`src/rtl/snn_uart_pkg.sv`:
```
// Shared types and constants for the SNN result UART transmitter.
// Optional macro SNN_UART_CKSUM_EN appends an XOR checksum byte to every frame.
package snn_uart_pkg;

  localparam logic [7:0] SYNC_BYTE = 8'hA5;
  localparam int         RES_W     = 32;

`ifdef SNN_UART_CKSUM_EN
  localparam int FRAME_BYTES = 6;
`else
  localparam int FRAME_BYTES = 5;
`endif

  typedef enum logic [1:0] {IDLE, START, DATA, STOP} tx_state_t;

  typedef struct packed {
    logic signed [15:0] p1;
    logic signed [15:0] p2;
  } result_t;

  // Byte idx of the frame built around result r: sync, p1 hi/lo, p2 hi/lo [, xor].
  function automatic logic [7:0] frame_byte(input result_t r, input logic [2:0] idx);
    logic [7:0] b;
    b = SYNC_BYTE;
    case (idx)
      3'd1:    b = r.p1[15:8];
      3'd2:    b = r.p1[7:0];
      3'd3:    b = r.p2[15:8];
      3'd4:    b = r.p2[7:0];
`ifdef SNN_UART_CKSUM_EN
      3'd5:    b = r.p1[15:8] ^ r.p1[7:0] ^ r.p2[15:8] ^ r.p2[7:0];
`endif
      default: b = SYNC_BYTE;
    endcase
    return b;
  endfunction

endpackage

```
`src/rtl/snn_uart_fifo.sv`:
```
// Synchronous result FIFO; a push while full is ignored unless a pop frees the slot.
module snn_uart_fifo
  import snn_uart_pkg::*;
#(
  parameter int DEPTH = 4,
  parameter int WIDTH = RES_W
) (
  input  logic             wb_clk,
  input  logic             wb_rst_n,
  input  logic             push,
  input  logic             pop,
  input  logic [WIDTH-1:0] wr_data,
  output logic [WIDTH-1:0] rd_data,
  output logic             full,
  output logic             empty
);

  localparam int AW = (DEPTH > 1) ? $clog2(DEPTH) : 1;

  logic [WIDTH-1:0] mem [DEPTH];
  logic [AW:0]      wr_ptr;
  logic [AW:0]      rd_ptr;
  logic             do_push;
  logic             do_pop;

  // Occupancy flags and qualified push/pop strobes.
  always_comb begin
    empty   = (wr_ptr == rd_ptr);
    full    = (wr_ptr[AW] != rd_ptr[AW]) && (wr_ptr[AW-1:0] == rd_ptr[AW-1:0]);
    do_pop  = pop && !empty;
    do_push = push && (!full || do_pop);
    rd_data = mem[rd_ptr[AW-1:0]];
  end

  // Pointer update; extra MSB distinguishes full from empty.
  always_ff @(posedge wb_clk) begin
    if (!wb_rst_n) begin
      wr_ptr <= '0;
      rd_ptr <= '0;
    end else begin
      if (do_push) wr_ptr <= wr_ptr + 1'b1;
      if (do_pop)  rd_ptr <= rd_ptr + 1'b1;
    end
  end

  // Storage write; contents need no reset since the pointers gate visibility.
  always_ff @(posedge wb_clk) begin
    if (do_push) mem[wr_ptr[AW-1:0]] <= wr_data;
  end

endmodule

```
`src/rtl/snn_result_uart_tx.sv`:
```
// Decimates SNN result strobes, buffers results and sends each as an 8N1 byte frame.
// Optional macro SNN_UART_CKSUM_EN adds a sixth XOR checksum byte per frame.
module snn_result_uart_tx
  import snn_uart_pkg::*;
#(
  parameter int CLKS_PER_BIT = 386,
  parameter int FIFO_DEPTH   = 4,
  parameter int CNT_W        = 16
) (
  input  logic               wb_clk,
  input  logic               wb_rst_n,
  input  logic               i_valid,
  input  logic signed [15:0] i_p1,
  input  logic signed [15:0] i_p2,
  input  logic [31:0]        i_decim,
  output logic               o_q,
  output logic               o_busy,
  output logic               o_drop,
  output logic [CNT_W-1:0]   o_frame_cnt
);

  localparam int             TW        = (CLKS_PER_BIT > 1) ? $clog2(CLKS_PER_BIT) : 1;
  localparam logic [TW-1:0]  TMAX      = TW'(CLKS_PER_BIT - 1);
  localparam logic [2:0]     LAST_BYTE = 3'(FRAME_BYTES - 1);

  logic [31:0]   sc_q;
  logic [31:0]   stride_lim;
  logic          accept;

  logic          fifo_pop;
  logic          fifo_full;
  logic          fifo_empty;
  logic [RES_W-1:0] fifo_rd;

  tx_state_t     state_q, state_d;
  logic [TW-1:0] timer_q, timer_d;
  logic [2:0]    bit_q, bit_d;
  logic [2:0]    byte_q, byte_d;
  logic          bit_end;
  logic          frame_done;
  logic          line_d;
  logic [7:0]    cur_byte;
  result_t       res_q;

  // Stride decision: zero stride behaves as one, accept when counter is at zero.
  always_comb begin
    stride_lim = (i_decim == 32'd0) ? 32'd0 : i_decim - 32'd1;
    accept     = i_valid && (sc_q == 32'd0);
  end

  // Stride counter advances on every strobe and wraps at the current limit.
  always_ff @(posedge wb_clk) begin
    if (!wb_rst_n)    sc_q <= 32'd0;
    else if (i_valid) sc_q <= (sc_q < stride_lim) ? sc_q + 32'd1 : 32'd0;
  end

  snn_uart_fifo #(
    .DEPTH (FIFO_DEPTH),
    .WIDTH (RES_W)
  ) u_fifo (
    .wb_clk   (wb_clk),
    .wb_rst_n (wb_rst_n),
    .push     (accept),
    .pop      (fifo_pop),
    .wr_data  ({i_p1, i_p2}),
    .rd_data  (fifo_rd),
    .full     (fifo_full),
    .empty    (fifo_empty)
  );

  // Drop pulse when an accepted result finds the FIFO full with no pop this cycle.
  always_ff @(posedge wb_clk) begin
    if (!wb_rst_n) o_drop <= 1'b0;
    else           o_drop <= accept && fifo_full && !fifo_pop;
  end

  // Bit FSM next state, bit timer, byte sequencer and line level.
  always_comb begin
    state_d    = state_q;
    timer_d    = timer_q;
    bit_d      = bit_q;
    byte_d     = byte_q;
    fifo_pop   = 1'b0;
    frame_done = 1'b0;
    bit_end    = (timer_q == TMAX);
    cur_byte   = frame_byte(res_q, byte_q);
    line_d     = 1'b1;
    case (state_q)
      IDLE: begin
        timer_d = '0;
        bit_d   = 3'd0;
        byte_d  = 3'd0;
        if (!fifo_empty) begin
          fifo_pop = 1'b1;
          state_d  = START;
        end
      end
      START: begin
        line_d = 1'b0;
        if (bit_end) begin
          timer_d = '0;
          bit_d   = 3'd0;
          state_d = DATA;
        end else begin
          timer_d = timer_q + TW'(1);
        end
      end
      DATA: begin
        line_d = cur_byte[bit_q];
        if (bit_end) begin
          timer_d = '0;
          if (bit_q == 3'd7) state_d = STOP;
          else               bit_d   = bit_q + 3'd1;
        end else begin
          timer_d = timer_q + TW'(1);
        end
      end
      STOP: begin
        if (bit_end) begin
          timer_d = '0;
          if (byte_q == LAST_BYTE) begin
            frame_done = 1'b1;
            state_d    = IDLE;
          end else begin
            byte_d  = byte_q + 3'd1;
            state_d = START;
          end
        end else begin
          timer_d = timer_q + TW'(1);
        end
      end
      default: state_d = IDLE;
    endcase
  end

  // Control registers: FSM state, counters, registered line and frame count.
  always_ff @(posedge wb_clk) begin
    if (!wb_rst_n) begin
      state_q     <= IDLE;
      timer_q     <= '0;
      bit_q       <= 3'd0;
      byte_q      <= 3'd0;
      o_q         <= 1'b1;
      o_frame_cnt <= '0;
    end else begin
      state_q <= state_d;
      timer_q <= timer_d;
      bit_q   <= bit_d;
      byte_q  <= byte_d;
      o_q     <= line_d;
      if (frame_done) o_frame_cnt <= o_frame_cnt + CNT_W'(1);
    end
  end

  // Result being framed, captured on pop.
  always_ff @(posedge wb_clk) begin
    if (fifo_pop) res_q <= result_t'(fifo_rd);
  end

  assign o_busy = (state_q != IDLE) || !fifo_empty;

endmodule

```
`config.mk`:
```
export PLATFORM = sky130hd
export DESIGN_NAME = snn_result_uart_tx
export DESIGN_NICKNAME = d
export VERILOG_FILES = /design/src/rtl/snn_uart_pkg.sv /design/src/rtl/snn_uart_fifo.sv /design/src/rtl/snn_result_uart_tx.sv
export SDC_FILE = /design/constraint.sdc
export NUM_CORES = 1
export LEC_CHECK = 0
export CORE_MARGIN = 8
export CORE_UTILIZATION = 40
export DETAILED_ROUTE_END_ITERATION = 10
export GPL_TIMING_DRIVEN = 0
export HOLD_SLACK_MARGIN = 0.08
export PLACE_DENSITY = 0.56
export RECOVER_POWER = 50
export SLEW_MARGIN = 10
export SYNTH_ARGS = -nofsm -noshare
export SYNTH_HDL_FRONTEND = slang
export SYNTH_HIERARCHICAL = 1
export SYNTH_SLANG_ARGS = --single-unit
```
`constraint.sdc`:
```
create_clock -name wb_clk -period 5.5 [get_ports wb_clk]
set_clock_uncertainty 0.15 [all_clocks]
set_input_delay 0.825 -clock wb_clk [delete_from_list [all_inputs] [get_ports wb_clk]]
set_output_delay 0.825 -clock wb_clk [all_outputs]
set_load 0.05 [all_outputs]
```
==> out/results.tsv, run 1 <==
stage	metric	value	unit
worst_setup_path	cp-endpoint	sc_q[9]	
drt	drt_iter0_drc	530	
place	dp_hpwl	16.9	mm
sta	rsz0062_at_grt	no	
place	place.gp.congestion	0.837	
worst_setup_path	crit_arrival	5.04	ns
yosys	synthCells	880	
pwr	p_sw	1.06	mW
drt	finalWirelength	23.3	mm
floorplanning	die_x	182	um
yosys	synth_ff_type	edfxtp_1	
yosys	synth_most_common_cell	edfxtp_1	
clock_tree	cts_tree	built	
worst_setup_path	reg2reg_slack	0.92	ns
yosys	yosys-top-cells-count	edfxtp_1 (160), nor2_1 (102), nand2_1 (78)	
global_routing	track_usage	14.1	%
clock_tree	ctsResizeCount	0	
yosys	async_flop_share	0	%
run_status	outcome	complete, but fails checks	
final_layout	final_nets	1120	
floorplanning	die_area	33100	um^2
yosys	synth_nets	1003	
place	place_area	12400	um^2
worst_setup_path	crit_path_end_kind	flip-flop	
yosys	synth_seq_area_share	57.3	%
sta	slew_headroom	-10.0	%
clock_tree	clk_latency	0.54	ns
worst_setup_path	startpoint	i_decim[0]	
sta	worstMarginPinSlew	1.65	ns
final_layout	final_core_util	49.0	%
worst_setup_path	critPathKind	in2reg	
final_layout	area_delta_synth_final	20.0	%
sta	setup_viol	0	
final_layout	final_area	13200	um^2
yosys	netlist.area_leader.share	43.7	%
pwr	cell_internal_pwr	3.34	mW
worst_setup_path	reg2reg_to	u_fifo/mem[1][10]	
worst_setup_path	reg2reg_depth	9	
pwr	worst_ir_drop_vdd	0.304	mV
sta	hold_viol_final	0	
drt	drc	0	
sta	fin_crit_sh	87.0	%
clock_tree	clk_path_buf_depth	3	
yosys	syn_area	11000	um^2
pwr	swShare	24.0	%
floorplanning	start_util	40.8	%
sta	setup-tns-final	0	ns
floorplanning	rows	60	
drt	vias_per_cell	5.22	
global_routing	antenna_found_initial	0	
job	cap_violations	1	
floorplanning	core	27000	um^2
drt	vias	7077	
yosys	synth_edf_count	160	
clock_tree	cts_setup_buffers	0	
clock_tree	cts_buffers	25	
global_routing	grt_max_degree	32	
yosys	avgSynthCellArea	12.5	um^2
yosys	yosys_warnings	6	
clock_tree	cts-root-buf	clkbuf_16	
worst_setup_path	path_max_fanout	10	
worst_setup_path	critPathLaunchType	input port	
floorplanning	io_pins	86	
clock_tree	cts_hold_buf	0	
clock_tree	htree_levels	1	
sta	final_max_slew_viol_count	32	
final_layout	diodes	0	
final_layout	drive_above_1_share	9.55	%
yosys	synth_area_leaders	edfxtp_1 (44%), dfxtp_1 (14%), mux4_2 (6.6%), ha_1 (6.4%), nor2_1 (3.5%)	
pwr	clockPowerShare	39.1	%
pwr	leakage	4.52	nW
sta	min_period	4.78	ns
pwr	p_seq_share	48.4	%
global_routing	grt_pass1_wl	38.1	mm
yosys	yosysUniqueCellTypes	58	
global_routing	grt-ovfl-total	0	
run_status	violations	capacitance limit, slew limit	
pwr	comb_power_share	12.5	%
drt	antenna_left	0	
sta	timing.fmax	209	MHz
drt	dr.pass1.iters	4	
pwr	powerDensity	333	nW/um^2
worst_setup_path	r2r_start	u_fifo/wr_ptr[1]	
worst_hold_path	hp-class	reg2reg	
global_routing	grt_pass1_vias	7171	
clock_tree	cts_sinks	235	
clock_tree	path_clk_slew	0.06	ns
yosys	ys_ff_latch	235	
floorplanning	die_h	182	um
worst_setup_path	worstPathRequired	5.76	ns
drt	wl_per_cell	17.2	um
yosys	synth_top_area_cell	edfxtp_1	
place	io_buffers	84	
worst max-delay path, cell delays in order:
cell and delay (ns):
clkdlybuf4s50_1 0.49, or4_1 0.54, clkbuf_1 0.19, or3_4 0.36
buf_6 0.14, nand4bb_1 0.32, nor3_1 0.27, mux2i_1 0.28
ha_1 0.19, nand4_1 0.16, nor4_1 0.32, nand4_1 0.17
nor3_1 0.22, a211o_1 0.23, buf_2 0.25, nor2_1 0.07
registers in the layout, summed over array words and instances (netlist names), named ones only:
signal / cells
state_q: 2
u_fifo/mem: 128
bit_q: 3
o_drop: 1
byte_q: 3
u_fifo/wr_ptr: 3
timer_q: 9
o_q: 1
u_fifo/rd_ptr: 3
o_frame_cnt: 16
res_q: 32
sc_q: 32
cell type report:
| class | instances | area [um^2] |
|---|---|---|
| clock buffer | 34 | 669 |
| tap | 341 | 427 |
| sequential | 235 | 6310 |
| fill | 2410 | 13800 |
| multi-input combinational | 581 | 4410 |
| timing repair buffer | 90 | 955 |
| buffer | 31 | 138 |
| inverter | 33 | 124 |
| clock inverter | 12 | 171 |
per-stage QoR:
stage          worst slack (ns)  std cells  hold WS, ns  power [mW]
2_1_floorplan              1.09        880        0.307        2.51
3_3_place_gp             -0.857       1305        0.334        2.73
3_5_place_dp             0.0978       1311        0.346        2.76
4_1_cts                   0.628       1357        0.358        4.49
5_1_grt                   0.397       1357        0.369        4.59
6_report                  0.716       1357        0.346        4.39
power groups by stage:
| stage | clock network, mW | registers [mW] | logic, mW |
|---|---|---|---|
| floorplan | 0 | 2.15 | 0.360 |
| global placement | 0 | 2.17 | 0.558 |
| detailed placement | 0 | 2.16 | 0.595 |
| CTS | 1.76 | 2.13 | 0.599 |
| global route | 1.85 | 2.14 | 0.605 |
| finish | 1.72 | 2.13 | 0.549 |
per-layer routing:
metal  up-vias  wire, um  GRT usage (%)
li1       3521         -              -
met3        37       918           2.46
met5         -         0              0
met1      3407     10900           18.8
met2       112     11100           23.6
met4         0       467           3.35
cell usage in the layout (no fill, tap or decap), types with 5 or more instances in the layout:
master / n
a211oi_1: 5
ha_1: 56
dfxtp_1: 75
inv_1: 33
dlygate4sd3_1: 33
nor3_1: 19
clkbuf_16: 25
or3_1: 12
nand2b_1: 5
xor2_1: 37
mux4_2: 32
nand3_1: 19
a21oi_1: 21
buf_2: 5
o2111ai_1: 5
mux2i_1: 14
clkdlybuf4s50_1: 51
or4_1: 7
nand2_1: 78
nand4_1: 26
nor4_1: 14
a221oi_1: 6
a21o_1: 7
edfxtp_1: 160
xnor2_1: 31
o21ai_0: 19
a22oi_1: 10
clkbuf_1: 30
nor2_1: 102
cell families after synthesis:
group / Yosys count / synth area share (%)
fa+ha+maj: 56 / 6.37
simple gates: 313 / 13.9
xor+xnor: 70 / 5.78
buf+inv: 64 / 2.59
flops: 235 / 57.3
mux: 46 / 7.83
compound gates: 96 / 6.14
how the worst min path moves through the flow:
stage | startpoint | endpoint | slack, ns | cells past startpoint
finish | timer_q[0] | timer_q[0] | 0.35 | 1
global route | o_frame_cnt[11] | o_frame_cnt[11] | 0.37 | 2
CTS | timer_q[0] | timer_q[0] | 0.36 | 1
detailed placement | timer_q[8] | timer_q[8] | 0.35 | 2
global placement | o_frame_cnt[10] | o_frame_cnt[10] | 0.33 | 2
floorplan | timer_q[0] | timer_q[0] | 0.31 | 1
Note: power is estimated with default switching activity, not from simulation.
==> run 2: changes to the inputs <==
--- a/config.mk
+++ b/config.mk
@@ -8,7 +8,6 @@
 export CORE_MARGIN = 8
 export CORE_UTILIZATION = 40
 export DETAILED_ROUTE_END_ITERATION = 10
-export GPL_TIMING_DRIVEN = 0
 export HOLD_SLACK_MARGIN = 0.08
 export PLACE_DENSITY = 0.56
 export RECOVER_POWER = 50
==> run 2 against run 1 <==
  * The flow still finishes with violations (capacitance limit, slew limit)
  * Wire length decreased by 1.1%
  * Power increased by 0.97%
  * Die area unchanged
  * Clock-buffer cell count decreased by 2
  * Global-route usage decreased by 0.15 points
  * Critical path depth decreased by 2
  * Sequential power about the same
  * First-iteration DRC count decreased by 15%
  * Non-clock buffer count decreased by 25
  * Critical endpoint is now sc_q[20]
==> out/results.tsv, run 2 (synthesized netlist as in run 1, its figures left out) <==
stage	metric	value	unit
drt	finalWirelength	23.1	mm
worst_setup_path	critPathKind	in2reg	
final_layout	final_nets	1096	
global_routing	antenna_found_initial	0	
drt	wl_met1	10.8	mm
global_routing	grt_max_degree	35	
final_layout	area_delta_synth_final	19.0	%
worst_setup_path	path_delay_family	simple AND/OR/NAND/NOR gates	
worst_setup_path	cpPeakStageDelay	0.65	ns
sta	worstMarginPinSlew	2.81	ns
final_layout	final_common_cell	edfxtp_1	
pwr	leakage	4.48	nW
clock_tree	cts_setup_buffers	0	
place	dp_hpwl	16.1	mm
final_layout	layout_common_cells	edfxtp_1 (160), nor2_1 (102), nand2_1 (78)	
worst_setup_path	crit_arrival	4.81	ns
global_routing	grt_pass1_wl	38.0	mm
worst_setup_path	crit_path_end_kind	flip-flop	
pwr	total_power	4.44	mW
worst_setup_path	critPathSlowestCell	or4_1	
place	io_buffers	85	
pwr	worst_ir_drop_vdd	0.212	mV
run_status	violations	capacitance limit, slew limit	
global_routing	grt_pass1_vias	7108	
drt	met3_length	1.03	mm
drt	vias_per_cell	5.29	
sta	rsz0062_at_grt	no	
sta	min_period	4.51	ns
drt	drt_iter0_drc	449	
floorplanning	rows	60	
worst_hold_path	hp-class	reg2reg	
worst_setup_path	path_depth	14	
worst_setup_path	startpoint	i_decim[0]	
drt	drc	0	
final_layout	diodes	0	
floorplanning	die_h	182	um
worst_setup_path	crit_chain	clkdlybuf4s50_1 -> or4_1 -> or3_4 -> or4_4 -> nor2_1 -> xor2_1 -> nand2_1 -> ha_1 -> or4_1 -> a211oi_1 -> o21ai_1 -> a211o_1 -> buf_12 -> nor2_1	
sta	hold_viol_final	0	
global_routing	track_usage	14.0	%
clock_tree	path_clk_slew	0.06	ns
floorplanning	die_x	182	um
sta	setup-tns-final	0	ns
worst_setup_path	path_max_fanout	32	
drt	wl_per_cell	17.3	um
sta	slew_headroom	-87.5	%
worst_hold_path	hp-start	timer_q[0]	
worst_setup_path	worstPathRequired	5.81	ns
drt	highest_layer	met4	
floorplanning	core	27000	um^2
worst_setup_path	cp_num_buf_inv	2	
sta	fin_crit_sh	82.0	%
worst_setup_path	cp-endpoint	sc_q[20]	
floorplanning	io_pins	86	
drt	dr.pass1.iters	5	
sta	setup_viol	0	
drt	dr_wl_met2	10.9	mm
worst_setup_path	reg2reg_to	res_q[21]	
worst_setup_path	critPathLaunchType	input port	
clock_tree	htree_levels	1	
worst_setup_path	reg2reg_depth	2	
clock_tree	clk_latency	0.54	ns
floorplanning	die_area	33100	um^2
final_layout	largest_reg_flops	128	
pwr	powerDensity	339	nW/um^2
place	place.gp.congestion	0.833	
global_routing	grt-ovfl-total	0	
run_status	outcome	complete, but fails checks	
clock_tree	cts-root-buf	clkbuf_16	
sta	final_max_slew_viol_count	68	
worst_setup_path	reg2reg_slack	2.03	ns
clock_tree	cts_buffers	26	
clock_tree	cts_hold_buf	0	
clock_tree	clk_path_buf_depth	3	
clock_tree	ctsResizeCount	0	
final_layout	drive_above_1_share	9.47	%
drt	vias	7058	
floorplanning	start_util	40.8	%
job	cap_violations	2	
clock_tree	cts_tree	built	
clock_tree	cts_sinks	235	
sta	timing.fmax	222	MHz
drt	antenna_left	0	
[run 2: cell count changes in the layout (fill, tap and decap cells not counted), sizes merged]
cell | before | now
buf | 15 | 8
clkinv | 7 | 9
clkdlybuf4s50 | 51 | 52
clkinvlp | 0 | 2
clkbuf | 56 | 35
[run 2: worst min-delay path by stage]
| stage | endpoint | depth (start not counted) |
|---|---|---|
| floorplan | timer_q[0] | 1 |
| global placement | o_frame_cnt[11] | 2 |
| detailed placement | o_frame_cnt[10] | 2 |
| CTS | o_frame_cnt[10] | 2 |
| global route | byte_q[1] | 2 |
| finish | timer_q[0] | 1 |
[run 2: cell type report]
cell class                      instances  area (um^2)
Clock buffer                           32          673
Tap cell                              341          427
Inverter                               33          124
Multi-Input combinational cell        581         4410
Fill cell                            2408        13900
Sequential cell                       235         6310
Timing Repair Buffer                   96          935
Clock inverter                         16          215
[run 2: routing by layer]
metal	GRT usage (%)	up-vias
li1	-	3482
met1	18.8	3416
met2	23.5	135
met3	2.38	25
met4	2.82	0
met5	0	-
[run 2: worst reg2reg max path, cell delays in order, from the launching register on]
cell	delay [ns]
dfxtp_1	0.30
clkbuf_1	1.99
mux4_2	0.74
[run 2: stage by stage]
stage               instance area [um^2]  cells  hold slack, ns  setup slack (ns)  util, %
finish                             13100   1334           0.351             0.991     48.6
detailed placement                 12200   1286           0.347             0.457     45.4
floorplan                          11000    880           0.307              1.09        -
CTS                                13100   1334           0.355              1.00     48.7
global placement                   12200   1286           0.334             0.567     45.4
global route                       13100   1334           0.383             0.722     48.6
[run 2: power breakdown]
part / total, mW / switching [mW] / leakage [nW] / internal [mW]
sequential: 2.12 / 0.0551 / 2.07 / 2.07
clock: 1.76 / 0.694 / 0.424 / 1.07
combinational: 0.551 / 0.322 / 1.99 / 0.228
total: 4.44 / 1.07 / 4.48 / 3.37
